### config.mk
export PLATFORM = sky130hd
export DESIGN_NAME = fifo_stream_reader_flat
export DESIGN_NICKNAME = d
export VERILOG_FILES = /design/src/rtl/fifo_stream_reader_pkg.sv /design/src/rtl/fifo_stream_reader_if.sv /design/src/rtl/fifo_stream_reader_stream_skid_buf.sv /design/src/rtl/fifo_stream_reader.sv /design/src/flat_wrapper.sv
export SDC_FILE = /design/constraint.sdc
export NUM_CORES = 1
export LEC_CHECK = 0
export BUFFER_PORTS_ARGS = -buffer_cell sky130_fd_sc_hd__buf_2
export CORE_MARGIN = 5
export CORE_UTILIZATION = 50
export CTS_BUF_LIST = sky130_fd_sc_hd__clkbuf_4
export CTS_CLUSTER_DIAMETER = 120
export CTS_CLUSTER_SIZE = 28
export DETAILED_ROUTE_END_ITERATION = 10
export GPL_ROUTABILITY_DRIVEN = 1
export GPL_TIMING_DRIVEN = 0
export PLACE_DENSITY = 0.78
export SLEW_MARGIN = 25
export SYNTH_ARGS = -nofsm -noshare
export SYNTH_HDL_FRONTEND = slang
export SYNTH_SLANG_ARGS = --single-unit
### constraint.sdc
create_clock -name clk -period 1.9 [get_ports clk]
set_input_delay 0.095 -clock clk [delete_from_list [all_inputs] [get_ports clk]]
set_output_delay 0.095 -clock clk [all_outputs]
set_load 0.02 [all_outputs]
### src/rtl/fifo_stream_reader_pkg.sv
// Shared types and helpers for the FIFO stream reader.
package fifo_stream_reader_pkg;

    // Default byte width; must match the FIFO data width.
    localparam int DATA_W_DEF = 8;

    // Reader control states.
    typedef enum logic [1:0] {
        ST_IDLE  = 2'd0,
        ST_RUN   = 2'd1,
        ST_DRAIN = 2'd2
    } state_e;

    // Beat counter width: max(1, clog2(frame_len)).
    function automatic int beat_width(input int frame_len);
        return (frame_len <= 2) ? 1 : $clog2(frame_len);
    endfunction

endpackage

### src/rtl/fifo_stream_reader_if.sv
// Valid/ready byte stream carrying a frame-end marker.
interface fifo_stream_reader_if #(
    parameter int DATA_W = 8
) ();
    logic [DATA_W-1:0] m_data;
    logic              m_valid;
    logic              m_ready;
    logic              m_last;

    modport master (output m_data, output m_valid, output m_last, input m_ready);
    modport slave  (input m_data, input m_valid, input m_last, output m_ready);
endinterface

### src/rtl/fifo_stream_reader_stream_skid_buf.sv
// Two-entry in-order buffer: e0 is the head presented downstream,
// e1 holds the byte that arrived while the head was stalled.
module stream_skid_buf
    import fifo_stream_reader_pkg::*;
#(
    parameter int DATA_W = DATA_W_DEF
) (
    input  logic              clk,
    input  logic              rst_n,
    input  logic              push_i,       // only asserted while occ_o < 2
    input  logic [DATA_W-1:0] push_data_i,
    input  logic              pop_i,        // only asserted while occ_o != 0
    output logic [DATA_W-1:0] data_o,
    output logic [1:0]        occ_o
);

    logic [DATA_W-1:0] e0_q, e0_d;
    logic [DATA_W-1:0] e1_q, e1_d;
    logic [1:0]        occ_q, occ_d;

    // Next-state for entries and occupancy; order is always preserved.
    always_comb begin
        e0_d  = e0_q;
        e1_d  = e1_q;
        occ_d = occ_q;
        case ({push_i, pop_i})
            2'b10: begin
                if (occ_q == 2'd0) begin
                    e0_d = push_data_i;
                end else begin
                    e1_d = push_data_i;
                end
                occ_d = occ_q + 2'd1;
            end
            2'b01: begin
                e0_d  = e1_q;
                occ_d = occ_q - 2'd1;
            end
            2'b11: begin
                // Head leaves while a new byte arrives: occupancy unchanged.
                if (occ_q == 2'd1) begin
                    e0_d = push_data_i;
                end else begin
                    e0_d = e1_q;
                    e1_d = push_data_i;
                end
            end
            default: ;
        endcase
    end

    // Buffer registers; reset discards any buffered bytes.
    always_ff @(posedge clk or negedge rst_n) begin
        if (!rst_n) begin
            e0_q  <= '0;
            e1_q  <= '0;
            occ_q <= 2'd0;
        end else begin
            e0_q  <= e0_d;
            e1_q  <= e1_d;
            occ_q <= occ_d;
        end
    end

    assign data_o = e0_q;
    assign occ_o  = occ_q;

endmodule

### src/rtl/fifo_stream_reader.sv
// Drains a byte FIFO into a framed valid/ready stream and counts frames.
module fifo_stream_reader
    import fifo_stream_reader_pkg::*;
#(
    parameter int DATA_W    = DATA_W_DEF,
    parameter int FRAME_LEN = 4,
    parameter int CNT_W     = 16
) (
    input  logic                  clk,
    input  logic                  rst_n,
    input  logic                  enable_i,
    input  logic                  fifo_empty_i,
    input  logic [DATA_W-1:0]     fifo_data_i,
    output logic                  fifo_read_en_o,
    fifo_stream_reader_if.master  m_if,
    output logic                  busy_o,
    output logic [CNT_W-1:0]      frame_count_o
);

    localparam int                BEAT_W    = beat_width(FRAME_LEN);
    localparam logic [BEAT_W-1:0] LAST_BEAT = BEAT_W'(FRAME_LEN - 1);

    logic [1:0]        occ;
    logic [1:0]        occ_after;
    logic [DATA_W-1:0] head;
    logic              pop_fifo;
    logic              out_valid;
    logic              out_last;
    logic              xfer;

    state_e            state_q, state_d;
    logic [BEAT_W-1:0] beat_q, beat_d;
    logic [CNT_W-1:0]  frame_cnt_q, frame_cnt_d;

    // Pop only from registered occupancy so m_ready never reaches the FIFO.
    assign pop_fifo  = enable_i && !fifo_empty_i && (occ != 2'd2);
    assign out_valid = (occ != 2'd0);
    assign out_last  = out_valid && (beat_q == LAST_BEAT);
    assign xfer      = out_valid && m_if.m_ready;
    assign occ_after = occ + 2'(pop_fifo) - 2'(xfer);

    stream_skid_buf #(
        .DATA_W (DATA_W)
    ) u_skid (
        .clk         (clk),
        .rst_n       (rst_n),
        .push_i      (pop_fifo),
        .push_data_i (fifo_data_i),
        .pop_i       (xfer),
        .data_o      (head),
        .occ_o       (occ)
    );

    // Beat position within the frame and completed-frame count.
    always_comb begin
        beat_d      = beat_q;
        frame_cnt_d = frame_cnt_q;
        if (xfer) begin
            if (out_last) begin
                beat_d      = '0;
                frame_cnt_d = frame_cnt_q + CNT_W'(1);
            end else begin
                beat_d = beat_q + BEAT_W'(1);
            end
        end
    end

    // Framing registers.
    always_ff @(posedge clk or negedge rst_n) begin
        if (!rst_n) begin
            beat_q      <= '0;
            frame_cnt_q <= '0;
        end else begin
            beat_q      <= beat_d;
            frame_cnt_q <= frame_cnt_d;
        end
    end

    // Control FSM next state, judged on occupancy after this edge.
    always_comb begin
        state_d = state_q;
        case (state_q)
            ST_IDLE: begin
                if (pop_fifo) begin
                    state_d = ST_RUN;
                end
            end
            ST_RUN: begin
                if (!enable_i) begin
                    state_d = (occ_after != 2'd0) ? ST_DRAIN : ST_IDLE;
                end else if ((occ_after == 2'd0) && fifo_empty_i) begin
                    state_d = ST_IDLE;
                end
            end
            ST_DRAIN: begin
                if (enable_i) begin
                    state_d = ((occ_after == 2'd0) && fifo_empty_i) ? ST_IDLE : ST_RUN;
                end else if (occ_after == 2'd0) begin
                    state_d = ST_IDLE;
                end
            end
            default: state_d = ST_IDLE;
        endcase
    end

    // Control FSM state register.
    always_ff @(posedge clk or negedge rst_n) begin
        if (!rst_n) begin
            state_q <= ST_IDLE;
        end else begin
            state_q <= state_d;
        end
    end

    assign fifo_read_en_o = pop_fifo;
    assign m_if.m_valid   = out_valid;
    assign m_if.m_data    = head;
    assign m_if.m_last    = out_last;
    assign busy_o         = (state_q != ST_IDLE);
    assign frame_count_o  = frame_cnt_q;

endmodule

### src/flat_wrapper.sv
// flat-port wrapper written by rule: the top's interface ports become plain ports
module fifo_stream_reader_flat import fifo_stream_reader_pkg::*;
#(
    parameter int DATA_W    = DATA_W_DEF,
    parameter int FRAME_LEN = 4,
    parameter int CNT_W     = 16
)
  (clk, rst_n, enable_i, fifo_empty_i, fifo_data_i, fifo_read_en_o, busy_o, frame_count_o, m_if_m_data, m_if_m_valid, m_if_m_last, m_if_m_ready);
  fifo_stream_reader_if #(.DATA_W(DATA_W)) m_if_i ();
  input  logic clk;
  input  logic rst_n;
  input  logic enable_i;
  input  logic fifo_empty_i;
  input  logic [DATA_W-1:0] fifo_data_i;
  output logic fifo_read_en_o;
  output logic busy_o;
  output logic [CNT_W-1:0] frame_count_o;
  output wire logic [$bits(m_if_i.m_data)-1:0] m_if_m_data;
  output wire logic [$bits(m_if_i.m_valid)-1:0] m_if_m_valid;
  output wire logic [$bits(m_if_i.m_last)-1:0] m_if_m_last;
  input wire logic [$bits(m_if_i.m_ready)-1:0] m_if_m_ready;
  assign m_if_m_data = m_if_i.m_data;
  assign m_if_m_valid = m_if_i.m_valid;
  assign m_if_m_last = m_if_i.m_last;
  assign m_if_i.m_ready = m_if_m_ready;
  fifo_stream_reader #(.DATA_W(DATA_W), .FRAME_LEN(FRAME_LEN), .CNT_W(CNT_W)) u_core (.clk(clk), .rst_n(rst_n), .enable_i(enable_i), .fifo_empty_i(fifo_empty_i), .fifo_data_i(fifo_data_i), .fifo_read_en_o(fifo_read_en_o), .m_if(m_if_i), .busy_o(busy_o), .frame_count_o(frame_count_o));
endmodule
==> results.yml <==
die:
  initial_core_util_pct: 53.2
  die_h_um: 70.3
  fp-row-count: 21
  dieArea_um2: 4940
  core_um2: 3420
  ios: 41
  die_x_um: 70.3
clocking:
  clk_pin_slew_ps: 120
  cts_buffers: 5
  tritoncts: "done"
  clkSinkCount: 38
  clock_path_buffers: 2
  cts_root_buf: "clkbuf_4"
  htreeDepth: 2
  clkLatencyLatePin_ps: 350
setup_path:
  reg2regPathDepth: 12
  critical_path_depth: 12
  critical_path.endpoint: "u_core.state_q[0]$_DFFE_PN0P_"
  crit_buf_inv: 4
  crit_type: "register to register"
  reg2reg_slack_ps: -180
  worstPathCellList: "inv_2 -> ha_4 -> inv_4 -> nand2_4 -> inv_8 -> ha_4 -> inv_2 -> ha_4 -> xnor2_2 -> xnor2_1 -> o21ai_1 -> a221oi_2"
  path_delay_family: "adder cells"
  end_kind: "register"
  slowest_stage: "dfrtp_2"
  critical_path.max_fanout: 4
  r2r_end: "u_core.state_q[0]$_DFFE_PN0P_"
  cp.required_ps: 2160
  crit_path_start_kind: "register"
  critPathLaunch: "u_core.u_skid.occ_o[1]$_DFFE_PN0N_"
  cpMostUsedCell: "ha_4"
  rr_startpoint: "u_core.u_skid.occ_o[1]$_DFFE_PN0N_"
  max_stage_delay_ps: 470
  crit_arrival_ps: 2340
drt:
  num_vias: 1431
  drt-pass1-iter-count: 4
  ant_nets: 0
  drc: 0
  drt_iter0_drc: 41
  drt-wirelength-per-cell_um: 16.7
  wl_um: 4420
  viasPerCell: 5.40
placed_design:
  pre_cts_ws_ps: -319
  place_hpwl_um: 2690
  gp_congestion: 0.712
  io_buffers: 40
outcome:
  violations: "negative setup slack"
  outcome: "finished, violations left"
yosys:
  yosysWarningCount: 0
  ys_ff_latch: 38
  synth.distinct_cells: 30
  avgSynthCellArea_um2: 12.3
  synthCells: 148
  yosysSeqAreaShare_pct: 52.4
  syn_nets: 170
  synthesis.area_um2: 1820
pwr:
  power_density_nw_per_um2: 1430
  intPower_uw: 2260
  switching_share_pct: 38.3
  power_frac_seq_pct: 35.1
  p_leak_uw: 0.00128
  ir_drop_mv: 0.953
  power_frac_comb_pct: 49.7
  clkPwrFrac_pct: 15.1
  p_sw_uw: 1400
layout:
  final_util_pct: 74.7
  final_common_cell: "buf_2"
  area_delta_synth_final_pct: 40.5
  drive_gt1_share_pct: 51.6
  layout_common_cells: "buf_2, dfrtp_1, xnor2_1"
  n_antenna_cell: 0
  layout.nets: 240
sta:
  fin_skew_ps: 5.98
  finalSetupViolations: 18
  hold_violations: 0
  rsz0062_at_grt: "yes"
  period_share_pct: 109
  worst_pin_slew_ps: 845
  slew_headroom_pct: 43.7
  max_freq_mhz: 481
  finalCriticalPeriod_ps: 2080
  fin_ws_ps: -178
  final_max_slew_viol_count: 0
global_route:
  grt_max_degree: 39
  overflow: 0
  grt_first_pass_wirelength_um: 7330
  grt_usage_pct: 18.8
  antenna_found_initial: 0
  grt_pass1_vias: 1551
job:
  maxCapViolations: 0
hold_path:
  hp-class: "input port to register"
[cell usage after synthesis]
cell	number	area share (%)
a221oi_1	1	0.48
nor2b_1	1	0.34
and2b_2	1	0.48
nand3_1	5	1.4
nor2_1	4	0.83
a21oi_2	1	0.48
nand2_1	14	2.9
nor3_1	2	0.55
a22o_2	5	2.8
nor4b_1	1	0.48
nand3b_1	1	0.41
o21ai_0	2	0.55
a21o_2	1	0.48
mux2_2	17	11
and4_2	1	0.55
nand4_1	5	1.7
o21a_4	1	0.83
inv_2	1	0.21
ha_1	9	6.2
xnor2_1	16	7.7
nand2_4	1	0.62
a22o_1	3	1.4
and3_1	4	1.4
inv_4	1	0.34
dfrtp_1	38	52
o211a_1	1	0.55
xor2_1	3	1.4
nor2_2	1	0.34
buf_2	2	0.55
inv_1	5	1.0
[cell families (layout without fill, tap and decap cells)]
family / Yosys count / in the layout / share of synthesized area [%]
AND/OR/NAND/NOR: 41 / 41 / 12.0
flip-flops: 38 / 38 / 52.4
XOR/XNOR: 19 / 19 / 9.17
multiplexers: 17 / 17 / 10.5
AO/OA/AOI/OAI: 15 / 15 / 7.58
adder cells (fa/ha/maj): 9 / 9 / 6.20
buffers and inverters: 9 / 80 / 2.14
[timing repair]
action	CTS	global route
gates resized for setup	31	7
pin swaps	22	12
hold buffers	11	0
hold endpoints to repair	48	0
setup endpoints to repair	18	21
setup buffers	9	3
[metal layers]
layer	up-vias	part of all wire, %	GRT usage [%]
li1	657	-	-
met1	720	41	22.5
met2	45	51	31.6
met3	9	6.3	5.16
met4	0	1.8	7.45
met5	-	0	0
[worst min-delay path by stage]
stage                 startpoint                             endpoint  slack, ps  cells after the start
floorplan                  rst_n         u_core.beat_q[0]$_DFFE_PN0P_       -200                      0
global placement           rst_n  u_core.frame_count_o[5]$_DFFE_PN0P_        220                      1
detailed placement         rst_n  u_core.frame_count_o[4]$_DFFE_PN0P_        240                      1
CTS                 m_if_m_ready  u_core.frame_count_o[0]$_DFFE_PN0P_        170                      3
global route        m_if_m_ready  u_core.frame_count_o[0]$_DFFE_PN0P_        250                      3
finish              m_if_m_ready  u_core.frame_count_o[0]$_DFFE_PN0P_        220                      3
[power groups by stage]
stage | registers, uW | clock network [uW] | logic, uW
2_1_floorplan | 1380 | 0 | 877
3_3_place_gp | 1260 | 0 | 1310
3_5_place_dp | 1280 | 0 | 1370
4_1_cts | 1280 | 561 | 1720
5_1_grt | 1330 | 593 | 1960
6_report | 1280 | 553 | 1820
[layout make-up]
cell class                      count  area, um^2
Buffer                              2        16.3
Clock buffer                        5        37.5
Clock inverter                      3        40.0
Fill cell                         242         865
Inverter                            7        43.8
Multi-Input combinational cell    101         998
Sequential cell                    38         953
Tap cell                           46        57.6
Timing Repair Buffer               63         404
[flip-flops by register name, indices dropped and copies added, names as in the netlist]
| signal | cells |
|---|---|
| u_core.beat_q | 2 |
| u_core.frame_count_o | 16 |
| u_core.state_q | 2 |
| u_core.u_skid.data_o | 8 |
| u_core.u_skid.e1_q | 8 |
| u_core.u_skid.occ_o | 2 |
[worst reg2reg max path, delay by kind of cell, from the launching register on]
family	cells	cell delay (ps)
AO/OA/AOI/OAI	2	340
XOR/XNOR	2	290
adder cells (fa/ha/maj)	3	570
buffers and inverters	4	240
flip-flops	1	470
AND/OR/NAND/NOR	1	80
[metrics by stage]
| step | std cells | hold slack [ps] | cell area (um^2) | total power [uW] | setup TNS (ps) |
|---|---|---|---|---|---|
| detailed placement | 234 | 244 | 2120 | 2650 | -3050 |
| global placement | 234 | 224 | 2120 | 2570 | -1960 |
| finish | 265 | 220 | 2550 | 3660 | -1110 |
| CTS | 262 | 165 | 2500 | 3550 | -1210 |
| floorplan | 148 | -201 | 1860 | 2260 | -833 |
| global route | 265 | 255 | 2550 | 3870 | -2580 |
Power figures use the tool's default switching activity.
